$ cat src/rtl/fp19_pkg.sv
// Shared definitions for the fp19 arithmetic blocks: field widths, operand
// classification helpers and the divider FSM encoding.
package fp19_pkg;

    localparam int EXP_W = 8;
    localparam int MAN_W = 10;
    localparam int BIAS  = 127;
    localparam int FP_W  = 1 + EXP_W + MAN_W;
    localparam int QBITS = MAN_W + 3;

    typedef enum logic [1:0] {
        ST_IDLE,
        ST_CALC,
        ST_PACK,
        ST_DONE
    } state_t;

    // Zero exponent is treated as zero regardless of mantissa (flush-to-zero).
    function automatic logic is_zero(input logic [FP_W-1:0] x);
        return x[FP_W-2:MAN_W] == '0;
    endfunction

    function automatic logic is_exc(input logic [FP_W-1:0] x);
        return &x[FP_W-2:MAN_W];
    endfunction

endpackage

$ cat src/rtl/mant_div_iter.sv
// Radix-2 restoring divider core: one quotient bit per step, MSB first.
// q = floor((dividend << (QB-1)) / divisor); rem holds the final remainder doubled.
module mant_div_iter #(
    parameter int DW = 11,
    parameter int QB = 13
) (
    input  logic          clk,
    input  logic          rst_n,
    input  logic          load,
    input  logic          step,
    input  logic [DW-1:0] dividend,
    input  logic [DW-1:0] divisor,
    output logic [QB-1:0] q,
    output logic [DW:0]   rem,
    output logic          done
);

    localparam int CW = $clog2(QB + 1);
    localparam logic [CW-1:0] LAST = CW'(QB - 1);

    logic [DW:0]   r;
    logic [DW-1:0] d;
    logic [CW-1:0] cnt;
    logic          ge;
    logic [DW:0]   nr;

    assign ge   = r >= {1'b0, d};
    assign nr   = ge ? (r - {1'b0, d}) : r;
    assign rem  = r;
    // Asserted during the step that produces the final quotient bit.
    assign done = step && (cnt == LAST);

    always_ff @(posedge clk or negedge rst_n) begin
        if (!rst_n) begin
            r   <= '0;
            d   <= '0;
            q   <= '0;
            cnt <= '0;
        end else if (load) begin
            r   <= {1'b0, dividend};
            d   <= divisor;
            q   <= '0;
            cnt <= '0;
        end else if (step) begin
            r   <= nr << 1;
            q   <= {q[QB-2:0], ge};
            cnt <= cnt + 1'b1;
        end
    end

endmodule

$ cat src/rtl/fp19_div_seq.sv
// Sequential fp19 divider: captures operands, runs the mantissa core for QBITS
// cycles, then rounds, forms the exponent and resolves flags in PACK.
module fp19_div_seq
    import fp19_pkg::*;
(
    input  logic            clk,
    input  logic            rst_n,
    input  logic            in_valid,
    output logic            in_ready,
    input  logic [FP_W-1:0] a,
    input  logic [FP_W-1:0] b,
    output logic            out_valid,
    input  logic            out_ready,
    output logic [FP_W-1:0] result,
    output logic            exception,
    output logic            div_by_zero,
    output logic            overflow,
    output logic            underflow
);

    localparam int EW = EXP_W + 2;
    localparam logic signed [EW-1:0] E_MAX = EW'(2**EXP_W - 1);

    state_t state, state_n;

    logic             accept, calc, last;
    logic             sign_r, exc_r, bz_r, az_r;
    logic [EXP_W-1:0] ea_r, eb_r;
    logic [QBITS-1:0] q;
    logic [MAN_W+1:0] rem;

    assign in_ready = (state == ST_IDLE);
    assign accept   = in_ready && in_valid;
    assign calc     = (state == ST_CALC);

    mant_div_iter #(.DW(MAN_W + 1), .QB(QBITS)) u_core (
        .clk      (clk),
        .rst_n    (rst_n),
        .load     (accept),
        .step     (calc),
        .dividend ({1'b1, a[MAN_W-1:0]}),
        .divisor  ({1'b1, b[MAN_W-1:0]}),
        .q        (q),
        .rem      (rem),
        .done     (last)
    );

    always_ff @(posedge clk or negedge rst_n) begin
        if (!rst_n) state <= ST_IDLE;
        else        state <= state_n;
    end

    always_comb begin
        state_n = state;
        case (state)
            ST_IDLE: if (in_valid)  state_n = ST_CALC;
            ST_CALC: if (last)      state_n = ST_PACK;
            ST_PACK:                state_n = ST_DONE;
            ST_DONE: if (out_ready) state_n = ST_IDLE;
            default:                state_n = ST_IDLE;
        endcase
    end

    // Normalise, round (g & s) and build the exponent from the raw quotient.
    logic             hi, g, s, carry;
    logic [MAN_W-1:0] m_t, m_f;
    logic [MAN_W:0]   m_rnd;
    logic [EW-1:0]    e_u;
    logic [FP_W-1:0]  res_n;
    logic             f_exc, f_dbz, f_ovf, f_unf;

    always_comb begin
        hi    = q[QBITS-1];
        m_t   = hi ? q[QBITS-2:2] : q[QBITS-3:1];
        g     = hi ? q[1] : q[0];
        s     = hi ? (q[0] | (|rem)) : (|rem);
        m_rnd = {1'b0, m_t} + {{MAN_W{1'b0}}, g & s};
        carry = m_rnd[MAN_W];
        m_f   = carry ? '0 : m_rnd[MAN_W-1:0];
        e_u   = {2'b00, ea_r} - {2'b00, eb_r} + EW'(BIAS)
              - {{(EW-1){1'b0}}, ~hi} + {{(EW-1){1'b0}}, carry};

        res_n = {sign_r, {(FP_W-1){1'b0}}};
        f_exc = 1'b0;
        f_dbz = 1'b0;
        f_ovf = 1'b0;
        f_unf = 1'b0;
        if (exc_r) begin
            res_n = '0;
            f_exc = 1'b1;
        end else if (bz_r) begin
            f_dbz = 1'b1;
        end else if (az_r) begin
            f_dbz = 1'b0;
        end else if ($signed(e_u) >= E_MAX) begin
            f_ovf = 1'b1;
        end else if ($signed(e_u) <= 0) begin
            f_unf = 1'b1;
        end else begin
            res_n = {sign_r, e_u[EXP_W-1:0], m_f};
        end
    end

    always_ff @(posedge clk or negedge rst_n) begin
        if (!rst_n) begin
            sign_r      <= 1'b0;
            exc_r       <= 1'b0;
            bz_r        <= 1'b0;
            az_r        <= 1'b0;
            ea_r        <= '0;
            eb_r        <= '0;
            out_valid   <= 1'b0;
            result      <= '0;
            exception   <= 1'b0;
            div_by_zero <= 1'b0;
            overflow    <= 1'b0;
            underflow   <= 1'b0;
        end else begin
            // Mantissas go straight into the core; only sign/exp/class kept here.
            if (accept) begin
                sign_r <= a[FP_W-1] ^ b[FP_W-1];
                exc_r  <= is_exc(a) || is_exc(b);
                bz_r   <= is_zero(b);
                az_r   <= is_zero(a);
                ea_r   <= a[FP_W-2:MAN_W];
                eb_r   <= b[FP_W-2:MAN_W];
            end
            if (state == ST_PACK) begin
                out_valid   <= 1'b1;
                result      <= res_n;
                exception   <= f_exc;
                div_by_zero <= f_dbz;
                overflow    <= f_ovf;
                underflow   <= f_unf;
            end else if (state == ST_DONE && out_ready) begin
                out_valid <= 1'b0;
            end
        end
    end

endmodule

$ cat config.mk
export PLATFORM = sky130hd
export DESIGN_NAME = fp19_div_seq
export DESIGN_NICKNAME = d
export VERILOG_FILES = /design/src/rtl/fp19_pkg.sv /design/src/rtl/mant_div_iter.sv /design/src/rtl/fp19_div_seq.sv
export SDC_FILE = /design/constraint.sdc
export NUM_CORES = 1
export LEC_CHECK = 0
export CORE_UTILIZATION = 61
export DETAILED_ROUTE_END_ITERATION = 6
export GPL_ROUTABILITY_DRIVEN = 0
export PLACE_DENSITY = 0.86
export SKIP_LAST_GASP = 1
export SLEW_MARGIN = 5
export SYNTH_ARGS = -nofsm -noshare
export SYNTH_HDL_FRONTEND = slang
export SYNTH_HIERARCHICAL = 1
export SYNTH_SLANG_ARGS = --single-unit
$ cat constraint.sdc
create_clock -name clk -period 14.77 [get_ports clk]
set_clock_uncertainty 0.05 [all_clocks]
set_input_delay 2.954 -clock clk [delete_from_list [all_inputs] [get_ports clk]]
set_output_delay 2.954 -clock clk [all_outputs]
set_load 0.02 [all_outputs]
# Word-level counts from Yosys, hierarchy flattened
# Cells that the tools add are included.
[word_totals] romBits=0 reg_bits=86 latchBits=0 inputBits=42 mem_bits_rw=0 n_memories=0 word_cells=85
[classes] n_mux=34 bitwise_logic=4 n_div=0 n_reduce_logical=13 n_addsub=7 multipliers=0 order_cmp=3 shift=0 n_eq_ne=7
[ops] op="$mux 18" n=4
[ops] op="$mux 13" n=2
[ops] op="$mux 12" n=2
[ops] op="$mux 10" n=2
[ops] op="$mux 19" n=1
[ops] op="$logic_not 8->1" n=2
[ops] op="$mux 1" n=16
[ops] op="$reduce_and 8->1" n=2
[ops] op="$ge 12x11->1" n=1
[ops] op="$reduce_or 12->1" n=1
[ops] op="$add 10x1->11" n=1
[ops] op="$mux 11" n=1
[ops] op="$sub 11x11->11" n=1
[ops] op="$add 10x1->10" n=1
[ops] op="$add 9x8->10 const B" n=1
[ops] op="$ge 10x9->1 const B" n=1
[ops] op="$le 10x1->1 const B" n=1
[ops] op="$sub 10x1->10" n=1
[ops] op="$sub 8x8->9" n=1
[ops] op="$mux 4" n=2
[ops] op="$pmux 2 s4" n=1
[ops] op="$mux 2" n=3
[ops] op="$ne 2x2->1 const B" n=3
[ops] op="$add 4x1->4 const B" n=1
[ops] op="12 further kinds" n=16

# Depth between registers and ports, before layout
# Gate-level depths: netlist (run 1).
[logic_depth] depth_word=12 ltp_mapped=23 depth_no_buf=21

# By module
# Netlist (run 1), hierarchy kept.
[by_module_without_submodules] module="fp19_div_seq" area_per_inst_um2=3159.3 cells_each=344 seq_area_each_um2=1151.1 n_inst=1
[by_module_without_submodules] module="mant_div_iter" area_per_inst_um2=2348.5 cells_each=257 seq_area_each_um2=1001.0 n_inst=1

# Worst setup path after synthesis (run 1)
# OpenSTA, ideal clock, no wires.
[synth_timing] path_kind="register -> register" startpoint="register u_core.q[12]" endpoint="register result[3]" path_stages_with_launch=23 path_slack_ps=9782 required_ps=14591 setup_time_ps=129 arrival_ps=4809 n_path_buf=4 path_cell_list="dfrtp_1 clkbuf_1 clkbuf_1 buf_1 mux2_2 ha_1 ha_1 and2_1 o21ai_0 nor2_1 nand3_1 inv_1 fa_1 ha_1 inv_1 fa_1 nand2b_1 a21oi_1 o221ai_2 o311ai_1 o311ai_4 buf_6 o31ai_1"
[synth_via] elab_chain_len=10 elab_cells_between_ends=16 classes_between="add/sub: 3; order compare: 2; mux: 9; bitwise: 2"
[synth_rtl] item="start, declared" line_no="mant_div_iter.sv:13" rtl="output logic [QB-1:0] q,"
[synth_rtl] item="start signal, assigned" line_no="mant_div_iter.sv:46" rtl="q <= {q[QB-2:0], ge};"
[synth_rtl] item="$mux 1 (on tied branches)" line_no="fp19_div_seq.sv:75, fp19_div_seq.sv:76"
[synth_rtl] item="$and 1x1->1" line_no="fp19_div_seq.sv:77" rtl="m_rnd = {1'b0, m_t} + {{MAN_W{1'b0}}, g & s};"
[synth_rtl] item="$add 10x1->11" line_no="fp19_div_seq.sv:77"
[synth_rtl] item="$add 10x1->10" line_no="fp19_div_seq.sv:81" rtl="- {{(EW-1){1'b0}}, ~hi} + {{(EW-1){1'b0}}, carry};"
[synth_rtl] item="$le 10x1->1" line_no="fp19_div_seq.sv:97" rtl="end else if ($signed(e_u) <= 0) begin"
[synth_rtl] item="$mux 18" line_no="fp19_div_seq.sv:97"
[synth_rtl] item="$mux 18 (*)" line_no="fp19_div_seq.sv:95" rtl="end else if ($signed(e_u) >= E_MAX) begin"
[synth_rtl] item="$mux 18 (*)" line_no="fp19_div_seq.sv:93" rtl="end else if (az_r) begin"
[synth_rtl] item="$mux 18 (*)" line_no="fp19_div_seq.sv:91" rtl="end else if (bz_r) begin"
[synth_rtl] item="$mux 19 (*)" line_no="fp19_div_seq.sv:88" rtl="if (exc_r) begin"
[synth_rtl] item="end signal, assigned" line_no="fp19_div_seq.sv:130" rtl="result <= res_n;"
[synth_rtl] item="end, declared" line_no="fp19_div_seq.sv:14" rtl="output logic [FP_W-1:0] result,"
# Every way passes the cells marked *; elsewhere a longest branch is shown, timed or not.
# A chain may end at the register's enable or synchronous reset.

# Final worst setup path (run 1)
[layout_timing] startpoint="register u_core.q[12]" endpoint="register result[5]"
# Same word-level chain as after synthesis.

==> metrics.csv, run 1 <==
metric;value;unit
grt-ovfl-total;0;
dp.cells;755;
cp.required;14990;ps
slew_viol_final;0;
regArea;0.00215;mm2
nets;738;
area_growth;16.6;%
endpoint_kind;flop;
antenna_found_initial;0;
netlist_area;0.00551;mm2
synth_cell_types;67;
vias_per_cell;5.96;
crit_arrival;5780;ps
cts_tree;done;
layout_common_cells;dfrtp_1 (86), clkdlybuf4s50_1 (65), nand2_1 (64), nor2_1 (55), inv_1 (49);
yosys_warnings;6;
final_antenna_net_count;0;
cts_hold_buf;0;
die-area;0.00941;mm2
multi_input_area;0.00305;mm2
synthFlopType;dfrtp_1;
path_clk_slew;90;ps
cts.sinks;86;
grt_setup_unrepaired;no;
worst_pin_slew;1110;ps
h-tree-depth;3;
start_kind;flop;
status;completed;
wl_per_cell;16.1;um
layout-drive-gt1-share;0.0724;
period_share;0.376;
synth_top_area_frac;0.391;
insertion_delay;360;ps
hold_slack;443;ps
synth_area_leaders;dfrtp_1 (39%), ha_1 (7.7%), nand2_1 (4.4%), mux2i_1 (4.2%), nor2_1 (3.7%);
dpl.hpwl;8920;um
clockRootBuffer;clkbuf_8;
vias;4599;
setup_viol;0;
synth_cells;601;
critical_path_class;reg2reg;
drv_cap;0;
fmax;0.180;GHz
fillerInstances;610;
fp.coreArea;0.00872;mm2
relSlewSlack;0.251;
async_flop_share;1.00;
wl;12400;um
finalNonFillerCells;771;
synth-seq-cells;86;
path_max_fanout;27;
hold_path.class;reg2reg;
yosysTopAreaCell;dfrtp_1;
cts_made_buffers;9;
place_area;0.00621;mm2
initialDrtViolationCount;267;
min_period;5550;ps
grtUsageTotal;0.277;
syn_area_per_cell;9.16;um2
antenna_cells;0;
tns;0;ps
grt_pass1_vias;4508;
final_area;0.00642;mm2
synth_edf_count;0;
layout_commonest_cell;dfrtp_1;
seq_area_frac_synth;0.391;
grt_pass1_wl;21100;um
route.detailed.drc;0;
cts.repair.resized;0;
die_w;97.0;um
io-pin-count;67;
clockBufferDepth;2;
drt_pass1_iterations;5;
io_buffers;66;
postCtsSetupBuffers;0;
dieHeight;97.0;um
initial_core_util;0.632;
row_count;34;
hold_viol;0;
grt_max_degree;87;
layer usage:
| metal | GRT usage | routed length (um) | vias up |
|---|---|---|---|
| met2 | 0.467 | 6030 | 148 |
| met4 | 0.117 | 265 | 0 |
| li1 | - | - | 2234 |
| met1 | 0.360 | 5630 | 2195 |
| met3 | 0.0318 | 524 | 22 |
| met5 | 0 | 0 | - |
area by class of cell:
class | count | share of cell area
clock inverter | 5 | 0.0101
multi-input combinational | 442 | 0.476
clock buffer | 11 | 0.0236
sequential | 86 | 0.335
inverter | 51 | 0.0298
tap | 108 | 0.0210
timing repair buffer | 68 | 0.105
flip-flops by register name, summed over array words and instances (netlist names):
name and cells:
state 2, ea_r 8, u_core/rem 12, overflow 1, sign_r 1, div_by_zero 1, underflow 1, exception 1
u_core/cnt 4, bz_r 1, exc_r 1, u_core/d 11, u_core/q 13, out_valid 1, result 19, az_r 1
eb_r 8
through the flow:
stage               utilization  worst slack (ps)
floorplan                     -              9780
global placement          0.712              9550
detailed placement        0.712              9340
CTS                       0.736              9300
global route              0.736              8670
finish                    0.736              9220
worst max-delay path, stage by stage (launching register included):
cell	delay, ps
dfrtp_1	910
o211ai_1	160
o21ai_0	130
ha_1	240
ha_1	200
and2_1	200
o21ai_0	180
nor2_1	230
nand3_1	250
inv_1	140
fa_1	170
ha_1	170
inv_1	60
fa_1	380
nand2b_1	170
a21oi_1	210
o221ai_2	190
a21boi_0	890
o2111ai_1	250
o31ai_1	270
cell usage after synthesis (all sizes together), types with 3 or more instances:
master and number:
a21o 6, o21a 5, a21oi 32, a31oi 6, a21boi 3, mux2i 23
fa 4, nand2 64, nor3 9, nor4 9, nor2b 7, ha 34
buf 8, clkbuf 15, inv 50, o32ai 7, a22o 5, o31ai 4
xor2 15, a211oi 5, o21ai 41, mux2 14, xnor2 13, and2 3
nand2b 6, nor3b 4, o41ai 4, o211ai 4, nor2 57, dfrtp 86
o2111ai 5, nand3 12, nand4 7, or3 5, o2bb2ai 7
final timing paths:
check,start,end,slack [ps],cells past startpoint
max,u_core/q[12],result[5],9220,19
min,result[4],result[4],440,2
max reg2reg,u_core/q[12],result[5],9220,19
min reg2reg,result[4],result[4],440,2
max in group asynchronous,rst_n,u_core/d[2],11270,1
min in group asynchronous,rst_n,u_core/q[8],2720,1
kinds of logic (layout without fill, tap and decap cells):
| logic type | after synthesis | count (layout) | share of synthesized area |
|---|---|---|---|
| AND/OR/NAND/NOR | 191 | 191 | 0.163 |
| AO/OA/AOI/OAI | 146 | 146 | 0.183 |
| flip-flops | 86 | 86 | 0.391 |
| buffers and inverters | 74 | 135 | 0.0554 |
| adder cells (fa/ha/maj) | 38 | 38 | 0.0918 |
| multiplexers | 37 | 37 | 0.0704 |
| XOR/XNOR | 28 | 28 | 0.0445 |
| other | 1 | 2 | 0.000681 |
Power of run 1 is not shown: default switching activity piles up to over one toggle a cycle in this logic, so the estimate is an artifact.
==> inputs of run 2 (changes only) <==
--- a/config.mk
+++ b/config.mk
@@ -5,10 +5,10 @@
 export SDC_FILE = /design/constraint.sdc
 export NUM_CORES = 1
 export LEC_CHECK = 0
-export CORE_UTILIZATION = 61
+export CORE_UTILIZATION = 57
 export DETAILED_ROUTE_END_ITERATION = 6
 export GPL_ROUTABILITY_DRIVEN = 0
-export PLACE_DENSITY = 0.86
+export PLACE_DENSITY = 0.81
 export SKIP_LAST_GASP = 1
 export SLEW_MARGIN = 5
 export SYNTH_ARGS = -nofsm -noshare
==> constraint.sdc (replaced) <==
create_clock -name clk -period 5.7 [get_ports clk]
set_clock_uncertainty 0.05 [all_clocks]
set_input_delay 1.14 -clock clk [delete_from_list [all_inputs] [get_ports clk]]
set_output_delay 1.14 -clock clk [all_outputs]
set_load 0.02 [all_outputs]
==> metrics.csv, run 2 (same netlist as run 1, synthesis figures left out) <==
metric;value;unit
status;completed;
path_max_fanout;19;
area_growth;17.0;%
grtUsageTotal;0.254;
antenna_found_initial;0;
reg2reg_depth;21;
nets;741;
period_share;0.907;
antenna_cells;0;
setup_viol;0;
min_from;result[5];
row_count;35;
grt-ovfl-total;0;
initialDrtViolationCount;245;
fmax;0.193;GHz
r2r-start;u_core/rem[1];
grt_max_degree;87;
start_kind;flop;
layout_commonest_cell;dfrtp_1;
cts.sinks;86;
worst_pin_slew;1060;ps
slew_viol_final;0;
initial_core_util;0.593;
largest_reg_flops;19;
grt_setup_unrepaired;no;
regArea;0.00215;mm2
dieHeight;100;um
crit_arrival;5330;ps
die-area;0.0101;mm2
postCtsSetupBuffers;0;
multi_input_area;0.00305;mm2
tns;0;ps
vias_per_cell;5.76;
clockBufferDepth;2;
cts_made_buffers;9;
critical_path_class;reg2reg;
vias;4576;
wl_per_cell;15.3;um
hold_end;result[5];
route.detailed.drc;0;
endpoint_kind;flop;
path_clk_slew;90;ps
layout-drive-gt1-share;0.0736;
cts.repair.resized;0;
io-pin-count;67;
grt_pass1_vias;4435;
relSlewSlack;0.291;
drv_cap;0;
layout_common_cells;dfrtp_1 (86), clkdlybuf4s50_1 (65), nand2_1 (64), nor2_1 (55), inv_1 (49);
cts_tree;done;
r2r_slack;530;ps
die_w;100;um
dpl.hpwl;8980;um
r2r-end;result[7];
clockRootBuffer;clkbuf_8;
min_period;5170;ps
largest_register;result;
hold_path.class;reg2reg;
grt_pass1_wl;20400;um
hold_viol;0;
fp.coreArea;0.00928;mm2
hold-path-cell-count;2;
cp.required;5860;ps
drt_pass1_iterations;5;
fillerInstances;681;
h-tree-depth;3;
final_antenna_net_count;0;
cts_hold_buf;0;
wl;12100;um
insertion_delay;360;ps
io_buffers;66;
## run 2: cell types whose count changed in the layout (fill, tap and decap cells not counted), sizes merged
| cell | before | now |
|---|---|---|
| clkinvlp | 0 | 1 |
| buf | 3 | 6 |
| inv | 52 | 51 |
## run 2: final cells by class
type / count / share of cell area
timing repair buffer: 71 / 0.108
multi-input combinational: 442 / 0.474
sequential: 86 / 0.334
tap: 129 / 0.0250
clock inverter: 5 / 0.00932
clock buffer: 11 / 0.0204
inverter: 51 / 0.0297
## run 2: how the worst max path moves through the flow
stage / slack, ps / start / cells after the start / end
6_report: 530 / u_core/rem[1] / 21 / result[7]
5_1_grt: 60 / u_core/rem[1] / 21 / result[7]
4_1_cts: 430 / u_core/rem[1] / 21 / result[6]
3_5_place_dp: 440 / u_core/rem[1] / 21 / result[6]
3_3_place_gp: 660 / u_core/rem[1] / 21 / result[7]
2_1_floorplan: 710 / u_core/q[12] / 22 / result[3]
## run 2: critical path, cell delays in order, from the launching register on
cell and delay (ps):
dfrtp_1 420, nor4_1 360, nand3_1 180, o211ai_1 200
o21ai_0 120, ha_1 250, ha_1 210, and2_1 170
o21ai_0 160, nor2_1 130, nand3_1 220, inv_1 90
fa_1 390, ha_1 200, inv_1 70, fa_1 190
nand2b_1 140, a21oi_1 100, o221ai_2 270, o311ai_1 220
o311ai_4 650, o32ai_1 200
## run 2: layer usage
metal	routed length, um	track usage	up-vias
met3	561	0.0439	26
met4	221	0.0881	0
met1	5480	0.329	2161
li1	-	-	2253
met2	5870	0.429	136
met5	0	0	-
## run 2: metrics by stage
| stage | setup slack (ps) | utilization | instance area (um2) | std cells | hold WS (ps) |
|---|---|---|---|---|---|
| after global placement | 659 | 0.674 | 6250 | 779 | 412 |
| after detailed placement | 441 | 0.674 | 6250 | 779 | 418 |
| after CTS | 427 | 0.694 | 6450 | 795 | 442 |
| final | 531 | 0.694 | 6450 | 795 | 442 |
| after global routing | 59.7 | 0.694 | 6450 | 795 | 458 |
| after floorplan | 712 | - | 5510 | 602 | 401 |
Power of run 2 is left out for the same reason.
